## src/rtl/alu_seq16_if.sv

```systemverilog
// Request/response handshake and 8-bit ALU command bus for the 16-bit sequencer.
interface alu_seq16_if;
  logic        req_valid;
  logic        req_ready;
  logic [2:0]  req_op;
  logic [15:0] req_a;
  logic [15:0] req_b;
  logic        rsp_valid;
  logic        rsp_ready;
  logic [15:0] rsp_result;
  logic        rsp_flag;
  logic        rsp_err;
  logic [3:0]  alu_cmd;
  logic [7:0]  alu_a;
  logic [7:0]  alu_b;
  logic        alu_f_in;
  logic [7:0]  alu_rslt;
  logic        alu_out;

  // Sequencer side
  modport slave (
    input  req_valid, req_op, req_a, req_b, rsp_ready, alu_rslt, alu_out,
    output req_ready, rsp_valid, rsp_result, rsp_flag, rsp_err,
           alu_cmd, alu_a, alu_b, alu_f_in
  );

  // Controller + ALU side
  modport master (
    output req_valid, req_op, req_a, req_b, rsp_ready, alu_rslt, alu_out,
    input  req_ready, rsp_valid, rsp_result, rsp_flag, rsp_err,
           alu_cmd, alu_a, alu_b, alu_f_in
  );
endinterface

```

## src/rtl/alu_seq16.sv

```systemverilog
// 16-bit operations built from byte-wise commands on an 8-bit combinational ALU.
// One request at a time; the carry/shift flag is chained between byte steps.
module alu_seq16 (
  input  logic        clk,
  input  logic        rst_n,
  alu_seq16_if.slave  bus
);
  localparam logic [3:0] CMD_ADD  = 4'b0000;
  localparam logic [3:0] CMD_SUB  = 4'b0001;
  localparam logic [3:0] CMD_CMP  = 4'b0011;
  localparam logic [3:0] CMD_SHC  = 4'b0110;
  localparam logic [3:0] CMD_ADDC = 4'b0111;
  localparam logic [3:0] CMD_ADDI = 4'b1000;
  localparam logic [3:0] CMD_NOP  = 4'b1111;

  localparam logic [2:0] OP_ADD = 3'b000;
  localparam logic [2:0] OP_SUB = 3'b001;
  localparam logic [2:0] OP_SHL = 3'b010;
  localparam logic [2:0] OP_SHR = 3'b011;
  localparam logic [2:0] OP_CMP = 3'b100;

  typedef enum logic [2:0] {S_IDLE, S_LO, S_HI, S_FIX, S_SA, S_SB, S_DONE} state_t;

  state_t      state_q, state_d;
  logic [2:0]  op_q, op_d;
  logic [15:0] a_q, a_d;
  logic [15:0] b_q, b_d;
  logic [15:0] res_q, res_d;
  logic [3:0]  cnt_q, cnt_d;
  logic        carry_q, carry_d;
  logic        flag_q, flag_d;
  logic        err_q, err_d;

  // State and datapath registers; reset abandons any operation in flight
  always_ff @(posedge clk) begin
    if (!rst_n) begin
      state_q <= S_IDLE;
      op_q    <= 3'd0;
      a_q     <= 16'd0;
      b_q     <= 16'd0;
      res_q   <= 16'd0;
      cnt_q   <= 4'd0;
      carry_q <= 1'b0;
      flag_q  <= 1'b0;
      err_q   <= 1'b0;
    end else begin
      state_q <= state_d;
      op_q    <= op_d;
      a_q     <= a_d;
      b_q     <= b_d;
      res_q   <= res_d;
      cnt_q   <= cnt_d;
      carry_q <= carry_d;
      flag_q  <= flag_d;
      err_q   <= err_d;
    end
  end

  // Next state, ALU command for the current step, and capture of the ALU result
  always_comb begin
    state_d      = state_q;
    op_d         = op_q;
    a_d          = a_q;
    b_d          = b_q;
    res_d        = res_q;
    cnt_d        = cnt_q;
    carry_d      = carry_q;
    flag_d       = flag_q;
    err_d        = err_q;
    bus.alu_cmd  = CMD_NOP;
    bus.alu_a    = 8'h00;
    bus.alu_b    = 8'h00;
    bus.alu_f_in = 1'b0;

    case (state_q)
      S_IDLE: begin
        if (bus.req_valid) begin
          op_d    = bus.req_op;
          a_d     = bus.req_a;
          b_d     = bus.req_b;
          res_d   = 16'h0000;
          cnt_d   = bus.req_b[3:0];
          carry_d = 1'b0;
          flag_d  = 1'b0;
          err_d   = 1'b0;
          case (bus.req_op)
            OP_ADD, OP_SUB, OP_CMP: state_d = S_LO;
            OP_SHL, OP_SHR: begin
              // Shifts work in place on the result register
              res_d   = bus.req_a;
              state_d = (bus.req_b[3:0] == 4'd0) ? S_DONE : S_SA;
            end
            default: begin
              err_d   = 1'b1;
              state_d = S_DONE;
            end
          endcase
        end
      end

      S_LO: begin
        bus.alu_a = a_q[7:0];
        bus.alu_b = b_q[7:0];
        if (op_q == OP_SUB)      bus.alu_cmd = CMD_SUB;
        else if (op_q == OP_CMP) bus.alu_cmd = CMD_CMP;
        else                     bus.alu_cmd = CMD_ADD;
        // Compare leaves the result at zero
        if (op_q != OP_CMP) res_d[7:0] = bus.alu_rslt;
        carry_d = bus.alu_out;
        state_d = S_HI;
      end

      S_HI: begin
        bus.alu_a = a_q[15:8];
        bus.alu_b = b_q[15:8];
        state_d   = S_DONE;
        if (op_q == OP_ADD) begin
          bus.alu_cmd  = CMD_ADDC;
          bus.alu_f_in = carry_q;
          res_d[15:8]  = bus.alu_rslt;
          flag_d       = bus.alu_out;
        end else if (op_q == OP_SUB) begin
          bus.alu_cmd = CMD_SUB;
          res_d[15:8] = bus.alu_rslt;
          // A low borrow only propagates out of the word when the high difference is zero
          flag_d      = bus.alu_out | (carry_q & (bus.alu_rslt == 8'h00));
          if (carry_q) state_d = S_FIX;
        end else begin
          bus.alu_cmd = CMD_CMP;
          flag_d      = carry_q & bus.alu_out;
        end
      end

      S_FIX: begin
        // Apply the low-byte borrow to the high byte: hi + (-1)
        bus.alu_cmd = CMD_ADDI;
        bus.alu_a   = res_q[15:8];
        bus.alu_b   = 8'hFF;
        res_d[15:8] = bus.alu_rslt;
        state_d     = S_DONE;
      end

      S_SA: begin
        // First byte of a 1-bit shift: the byte whose outgoing bit feeds the other byte
        bus.alu_cmd = CMD_SHC;
        if (op_q == OP_SHL) begin
          bus.alu_a  = res_q[7:0];
          bus.alu_b  = 8'h02;
          res_d[7:0] = bus.alu_rslt;
        end else begin
          bus.alu_a   = res_q[15:8];
          bus.alu_b   = 8'h0E;
          res_d[15:8] = bus.alu_rslt;
        end
        carry_d = bus.alu_out;
        state_d = S_SB;
      end

      S_SB: begin
        bus.alu_cmd  = CMD_SHC;
        bus.alu_f_in = carry_q;
        if (op_q == OP_SHL) begin
          bus.alu_a   = res_q[15:8];
          bus.alu_b   = 8'h02;
          res_d[15:8] = bus.alu_rslt;
        end else begin
          bus.alu_a  = res_q[7:0];
          bus.alu_b  = 8'h0E;
          res_d[7:0] = bus.alu_rslt;
        end
        flag_d  = bus.alu_out;
        cnt_d   = cnt_q - 4'd1;
        state_d = (cnt_q == 4'd1) ? S_DONE : S_SA;
      end

      S_DONE: begin
        if (bus.rsp_ready) state_d = S_IDLE;
      end

      default: state_d = S_IDLE;
    endcase
  end

  // Handshake outputs are pure decodes of the state and result registers
  always_comb begin
    bus.req_ready  = (state_q == S_IDLE);
    bus.rsp_valid  = (state_q == S_DONE);
    bus.rsp_result = res_q;
    bus.rsp_flag   = flag_q;
    bus.rsp_err    = err_q;
  end
endmodule

```

## src/flat_wrapper.sv

```systemverilog
// flat-port wrapper written by rule: the top's interface ports become plain ports
module alu_seq16_flat 
  (clk, rst_n, bus_req_valid, bus_req_op, bus_req_a, bus_req_b, bus_rsp_ready, bus_alu_rslt, bus_alu_out, bus_req_ready, bus_rsp_valid, bus_rsp_result, bus_rsp_flag, bus_rsp_err, bus_alu_cmd, bus_alu_a, bus_alu_b, bus_alu_f_in);
  alu_seq16_if bus_i ();
  input  logic clk;
  input  logic rst_n;
  input wire logic [$bits(bus_i.req_valid)-1:0] bus_req_valid;
  input wire logic [$bits(bus_i.req_op)-1:0] bus_req_op;
  input wire logic [$bits(bus_i.req_a)-1:0] bus_req_a;
  input wire logic [$bits(bus_i.req_b)-1:0] bus_req_b;
  input wire logic [$bits(bus_i.rsp_ready)-1:0] bus_rsp_ready;
  input wire logic [$bits(bus_i.alu_rslt)-1:0] bus_alu_rslt;
  input wire logic [$bits(bus_i.alu_out)-1:0] bus_alu_out;
  output wire logic [$bits(bus_i.req_ready)-1:0] bus_req_ready;
  output wire logic [$bits(bus_i.rsp_valid)-1:0] bus_rsp_valid;
  output wire logic [$bits(bus_i.rsp_result)-1:0] bus_rsp_result;
  output wire logic [$bits(bus_i.rsp_flag)-1:0] bus_rsp_flag;
  output wire logic [$bits(bus_i.rsp_err)-1:0] bus_rsp_err;
  output wire logic [$bits(bus_i.alu_cmd)-1:0] bus_alu_cmd;
  output wire logic [$bits(bus_i.alu_a)-1:0] bus_alu_a;
  output wire logic [$bits(bus_i.alu_b)-1:0] bus_alu_b;
  output wire logic [$bits(bus_i.alu_f_in)-1:0] bus_alu_f_in;
  assign bus_i.req_valid = bus_req_valid;
  assign bus_i.req_op = bus_req_op;
  assign bus_i.req_a = bus_req_a;
  assign bus_i.req_b = bus_req_b;
  assign bus_i.rsp_ready = bus_rsp_ready;
  assign bus_i.alu_rslt = bus_alu_rslt;
  assign bus_i.alu_out = bus_alu_out;
  assign bus_req_ready = bus_i.req_ready;
  assign bus_rsp_valid = bus_i.rsp_valid;
  assign bus_rsp_result = bus_i.rsp_result;
  assign bus_rsp_flag = bus_i.rsp_flag;
  assign bus_rsp_err = bus_i.rsp_err;
  assign bus_alu_cmd = bus_i.alu_cmd;
  assign bus_alu_a = bus_i.alu_a;
  assign bus_alu_b = bus_i.alu_b;
  assign bus_alu_f_in = bus_i.alu_f_in;
  alu_seq16 u_core (.clk(clk), .rst_n(rst_n), .bus(bus_i));
endmodule
```

## config.mk

```make
export PLATFORM = sky130hd
export DESIGN_NAME = alu_seq16_flat
export DESIGN_NICKNAME = d
export VERILOG_FILES = /design/src/rtl/alu_seq16_if.sv /design/src/rtl/alu_seq16.sv /design/src/flat_wrapper.sv
export SDC_FILE = /design/constraint.sdc
export NUM_CORES = 1
export LEC_CHECK = 0
export CAP_MARGIN = 15
export CORE_ASPECT_RATIO = 1.4
export CORE_UTILIZATION = 53
export DETAILED_ROUTE_END_ITERATION = 16
export PLACE_DENSITY = 0.86
export SYNTH_ARGS = -nofsm -noshare
export SYNTH_HDL_FRONTEND = slang
export SYNTH_SLANG_ARGS = --single-unit
```

## constraint.sdc

```tcl
create_clock -name clk -period 3.2 [get_ports clk]
set_clock_uncertainty 0.2 [all_clocks]
set_input_delay 0.64 -clock clk [delete_from_list [all_inputs] [get_ports clk]]
set_output_delay 0.64 -clock clk [all_outputs]
set_load 0.005 [all_outputs]
```

---- Word level (Yosys, flattened, before mapping) ----
Index checks and enable logic that the tools add are counted.
storage, ports and cells
  logic and storage cells ................. 97
  output and inout bits ................... 41
  flip-flop bits (word level) ............. 61
cells by class
  equal/unequal tests ..................... 23
  $add $sub $neg .......................... 1
  bitwise logic cells ..................... 3
  reduce and logical (&&, ||, !) cells .... 22
  muxes and demuxes ....................... 38
operators by type and width
  operator                                             number
  one-hot mux 8 bit (5 select lines)                   2
  one-hot mux 8 bit (4 select lines)                   2
  2-to-1 mux 8 bit                                     7
  2-to-1 mux 16 bit                                    2
  one-hot mux 3 bit (7 select lines)                   1
  2-to-1 mux 4 bit                                     4
  one-hot mux 4 bit (4 select lines)                   1
  equality test 3 x 2 -> 1 bit, second input constant  5
  equality test 3 bit, second input constant           5
  2-to-1 mux 3 bit                                     5
  AND reduction 2 bit                                  5
  AND reduction 5 bit                                  2
  equality test 3 x 1 -> 1 bit, second input constant  3
  zero test 3 bit                                      3
  zero test 8 bit                                      1
  2-to-1 mux 2 bit                                     4
  != test 2 bit, second input constant                 4
  one-hot mux 4 bit (2 select lines)                   1
  != test 2 x 1 -> 1 bit, second input constant        3
  one-hot mux 3 bit (2 select lines)                   1
  OR reduction 2 bit                                   3
  2-to-1 mux 1 bit                                     5
  nonzero test 5 bit                                   1
  OR reduction 5 bit                                   1
  other kinds (13)                                     16

---- Logic depth before layout (Yosys ltp) ----
  depth in word-level cells ............... 6
  mapped depth ............................ 7
  mapped depth without buffers ............ 6

---- Worst setup path after synthesis ----
Ideal clock, no wire load.
  path kind ............................... register to output
  start ................................... register u_core.state_q[0]
  end ..................................... output bus_alu_a[0]
  data arrival time ....................... 1.505 ns
  setup slack ............................. 0.855 ns
  data required time ...................... 2.360 ns
  stages on the path, launching flop included .. 5
  buffers on the path ..................... 1
  cells stage by stage .................... dfxtp_1 clkbuf_1 or3b_1 o22ai_1 a221o_1
on the way
  longest elaborated chain between the ends .. 2
RTL lines
  what                                         line                text
  from (decl)                                  alu_seq16.sv:24     state_t state_q, state_d;
  from (signal assigned)                       alu_seq16.sv:47     state_q <= state_d;
  equality test 3 bit (tied with other cells)  alu_seq16.sv:75     case (state_q)
  one-hot mux 8 bit (5 select lines) *         alu_seq16.sv:75
  to (decl)                                    flat_wrapper.sv:20  output wire logic [$bits(bus_i.alu_a)-1:0] bus_alu_a;
Every way passes the cells marked *; elsewhere a longest branch is shown, timed or not.

---- Worst setup path after layout ----
  start ................................... register u_core.op_q[2]
  end ..................................... output bus_alu_a[5]
on the way
  longest elaborated chain between the ends .. 3
RTL lines
  what                                        line                                text
  from (decl)                                 alu_seq16.sv:25                     logic [2:0] op_q, op_d;
  from (signal assigned)                      alu_seq16.sv:48                     op_q <= op_d;
  equality test 3 x 2 -> 1 bit *              alu_seq16.sv:146, alu_seq16.sv:162
  2-to-1 mux 8 bit, on equally long branches  alu_seq16.sv:162, alu_seq16.sv:146
  one-hot mux 8 bit (5 select lines) *        alu_seq16.sv:75
Marked as above.

==> out/results.txt <==
The run finished with clean final reports. The routed design has 10900 um of wire. The tools report the critical path capture point type as an output pin. The most used flip-flop cell after synthesis is sky130_fd_sc_hd__dfxtp_1.

The H-tree level count is 3, and the clock latency on the worst-skew pair is 0.34 ns. The synthesized design contains 0 enable-type register cells. Among all stages on the critical path, the largest delay is contributed by sky130_fd_sc_hd__clkdlybuf4s50_1.

The delay of the slowest critical-path stage works out to 0.49 ns. The fraction of layout instances using a drive strength above 1 is 0.105. After routing the design area is 4660 um2. Broken down by cell family, the worst path's largest delay share belongs to buffers and inverters.

The logs give 6 for the count of TritonRoute iterations in the first routing pass and 0 ns for the final setup TNS. The number of cells on the worst reg-to-reg path is 6. The post-CTS clock slew at the launch and capture registers of the worst setup and hold paths was 0.07 ns; the average cell area after synthesis was 7.54 um2. The wire length of the first global-routing pass was 17300 um; the relative area change from synthesis to final layout was 38.8%. The tools report the final-report max-slew violation count as 0. The final layout contains 586 nets. Overall global routing resource usage: 0.335.

The number of storage elements in the synthesis netlist was 61; the width of the die was 69.3 um. At the placement stage, the worst setup path has a slack of 0.174 ns. In this run the vertical extent of the chip is 96.2 um. The clock net in this run drives a total of 61 sinks. Dividing total power by cell area gives a power density of 835 nW/um2. The logs give 0 for the remaining global-route overflow and 0 for the count of endpoints failing hold in the final timing report. Walking the worst path, the cells encountered are nor3b_4, buf_4, mux2i_2, a221o_1, clkdlybuf4s50_1. The worst-margin pin slew is 0.732 ns, and the global placement routability congestion is 1.00. The cell type with the largest total area after synthesis is sky130_fd_sc_hd__dfxtp_1. The final worst slack came out at 0.0399 ns. Post-placement cell area: 4370 um2.

Timing would allow up to 0.316 GHz. For this run, design rule violations remaining after detail routing come to 0. Data arrives at the worst endpoint at 2.32 ns. The quantity of I/O buffers inserted on ports was 88; the routed wirelength normalized by instance count was 17.7 um. The fraction of synthesized cell area in xor and xnor cells was 0.00521; the number of primary I/O pins was 89. The number of clock buffers added by TritonCTS is 9.

In this run the worst hold path is classified as register to register. Synthesis handed over a netlist of 446 instances. In this run the critical register-to-register path is captured at u_core.bus.rsp_result[15]$_SDFFE_PN0P_. The detailed-route via count was 3775. In the routed layout, each cell is associated on average with a via count of 6.16.

The number of warnings issued by yosys is 0. The adder and majority gate portion of the synthesized area works out to 0.00745. The DRC marker count from the first detailed-route iteration was 271; the shortest clock period the worst path allows after layout was 3.16 ns. The number of antenna diodes in the final layout is 0.

The share of the clock period used by the worst path came out at 0.988. The tree is rooted in a sky130_fd_sc_hd__clkbuf_8. The proportion of netlist area held by the largest area contributor is 0.363, and the number of standard-cell rows in the floorplan is 34. The critical path is of the register to output pin type.

By area, the combinational part of the netlist is dominated by simple AND/OR/NAND/NOR gates. The startpoint identified for the worst register-to-register timing path is u_core.op_q[2]$_SDFFE_PN0P_. TritonCTS built the clock tree.

The data required time at the worst endpoint is 2.36 ns. The kind of start point of the critical path was a register. Setup violations remaining at the end of the flow were counted as 0.

The worst min-delay path startpoint is u_core.b_q[3]$_SDFFE_PN0P_. In this run the worst path has a maximum fanout of 7. The simple-gate portion of the synthesized area is 0.272. The critical path contains buffers and inverters numbering 2 combined.

The mux share of post-synthesis cell area is 0.0573. Across the run, the number of max-cap violations was 0. The sequential area share after synthesis is 0.363, and the total core area is 6170 um2. The synthesized-area fraction occupied by ao, oa, aoi and oai cells was 0.233; the count of distinct cell types in the synthesized netlist was 53. Net count after synthesis: 496. The via count of the first global-routing pass is 3536, and the floorplan die area is 6670 um2. The number of antenna violations at the first check in global routing was 0; the worst max-slew margin expressed relative to the limit was 0.511.

The clock passes through at most 2 buffers. The logs give 467 for the number of fill cells in the layout and 0 for the post-detailed-route count of antenna-violating nets. Entering global routing, the biggest net connects 38 pins. For hold timing, the worst endpoint is u_core.b_q[3]$_SDFFE_PN0P_. Across all register-to-register paths, the minimum setup slack is 1.05 ns.

VDD sags by at most 0.486 mV. The worst hold path depth is 2. In this run the cell area of the synthesized design comes to 3360 um2. The tools report the detailed placement HPWL as 7850 um.

By area the synthesized netlist is led by sky130_fd_sc_hd__dfxtp_1 (36%), sky130_fd_sc_hd__nand2_1 (11%), sky130_fd_sc_hd__a21oi_1 (8.0%). For the leakage power, the log shows 0.00181 uW. Setup repair after global routing could not meet its margin everywhere. Fraction of registers with async set or reset after synthesis: 0. The starting density of the core is 0.545.
## final cells by class
type	instances	area, um2	share of cell area
Clock buffer	9	124	0.0266
Multi-Input combinational cell	334	1970	0.423
Sequential cell	61	1230	0.263
Inverter	15	56.3	0.0121
Clock inverter	7	100	0.0215
Timing Repair Buffer	115	1090	0.235
Tap cell	72	90.1	0.0193
## per-layer routing
| layer | part of all wire | up-vias | track usage |
|---|---|---|---|
| met4 | 0.050 | 0 | 0.216 |
| met1 | 0.37 | 1775 | 0.380 |
| met2 | 0.50 | 199 | 0.583 |
| met3 | 0.071 | 52 | 0.0597 |
| li1 | - | 1749 | - |
| met5 | 0 | - | 0 |
## worst min-delay path: stages (launching register included)
cell,delay (ns)
sky130_fd_sc_hd__dfxtp_1,0.31
sky130_fd_sc_hd__nand2_1,0.05
sky130_fd_sc_hd__a21oi_1,0.05
## synth_stat cells, drive strengths merged, types with 2 or more instances
master    n
nor2b    10
mux2i    18
inv      15
o211ai    2
o22ai     5
nor4      3
o21ai    30
a21boi    2
a21oi    54
a221o     9
nand2b    3
nor3      4
nor2     31
clkbuf   28
dfxtp    61
a22oi     8
nand2   101
a31oi     4
and4b    16
ha        2
nand3b    4
nand3     2
nor4b     2
buf       9
## cells in the final DEF, fill, tap and decap left out, types with 4 or more instances in the layout
cell                              count
sky130_fd_sc_hd__clkdlybuf4s50_1     88
sky130_fd_sc_hd__buf_4               25
sky130_fd_sc_hd__dfxtp_1             57
sky130_fd_sc_hd__o21ai_0             25
sky130_fd_sc_hd__nand2_1            101
sky130_fd_sc_hd__clkbuf_8             9
sky130_fd_sc_hd__dfxtp_2              4
sky130_fd_sc_hd__a221o_1              9
sky130_fd_sc_hd__mux2i_1             17
sky130_fd_sc_hd__and4b_1             16
sky130_fd_sc_hd__nor2_1              31
sky130_fd_sc_hd__o21ai_1              5
sky130_fd_sc_hd__inv_1               13
sky130_fd_sc_hd__o22ai_1              4
sky130_fd_sc_hd__nor2b_1              9
sky130_fd_sc_hd__clkinv_4             4
sky130_fd_sc_hd__a21oi_1             54
sky130_fd_sc_hd__nand3b_1             4
sky130_fd_sc_hd__a22oi_1              8
## report_power, final
part,internal (uW),switching (uW),total [uW]
registers,964,203,1170
logic,930,1020,1950
clock network,442,333,775
## per-stage QoR
stage	hold WS (ns)	cells	util	total power (uW)
after floorplan	0.233	446	-	2210
after global placement	0.241	593	0.709	2970
after detailed placement	0.247	593	0.709	3020
after CTS	0.257	612	0.752	3830
after global routing	0.271	613	0.756	4110
final	0.256	613	0.756	3890
## state kept, by name, indices dropped and copies added (netlist names)
register,count
u_core.bus.rsp_result,16
u_core.carry_q,1
u_core.a_q,16
u_core.state_q,3
u_core.bus.rsp_err,1
u_core.bus.rsp_flag,1
u_core.op_q,3
u_core.b_q,16
u_core.cnt_q,4
## cells by family after synthesis
| group | count (synthesis) |
|---|---|
| AND/OR/NAND/NOR | 184 |
| AO/OA/AOI/OAI | 127 |
| XOR/XNOR | 2 |
| flip-flops | 61 |
| adder cells (fa/ha/maj) | 2 |
| multiplexers | 18 |
| buffers and inverters | 52 |
## what timing repair did
action / CTS / global route
pin swaps: 1 / 0
gates resized for setup: 3 / 7
hold buffers: 0 / 0
setup buffers: 2 / 0
gates cloned: 1 / 0
endpoints found under the setup margin: 9 / 9
## worst max-delay path by stage
stage	cells past startpoint	slack, ns	start	to
floorplan	4	0.85	u_core.state_q[0]$_SDFFE_PN0P_	bus_alu_a[0]
CTS	6	0.02	u_core.state_q[1]$_SDFFE_PN0P_	bus_alu_cmd[1]
global route	5	-0.007	u_core.op_q[2]$_SDFFE_PN0P_	bus_alu_a[2]
global placement	4	0.22	u_core.state_q[1]$_SDFFE_PN0P_	bus_alu_a[0]
detailed placement	4	0.17	u_core.state_q[1]$_SDFFE_PN0P_	bus_alu_a[0]
finish	5	0.04	u_core.op_q[2]$_SDFFE_PN0P_	bus_alu_a[5]
No activity file was read; power rests on OpenSTA's default activity.
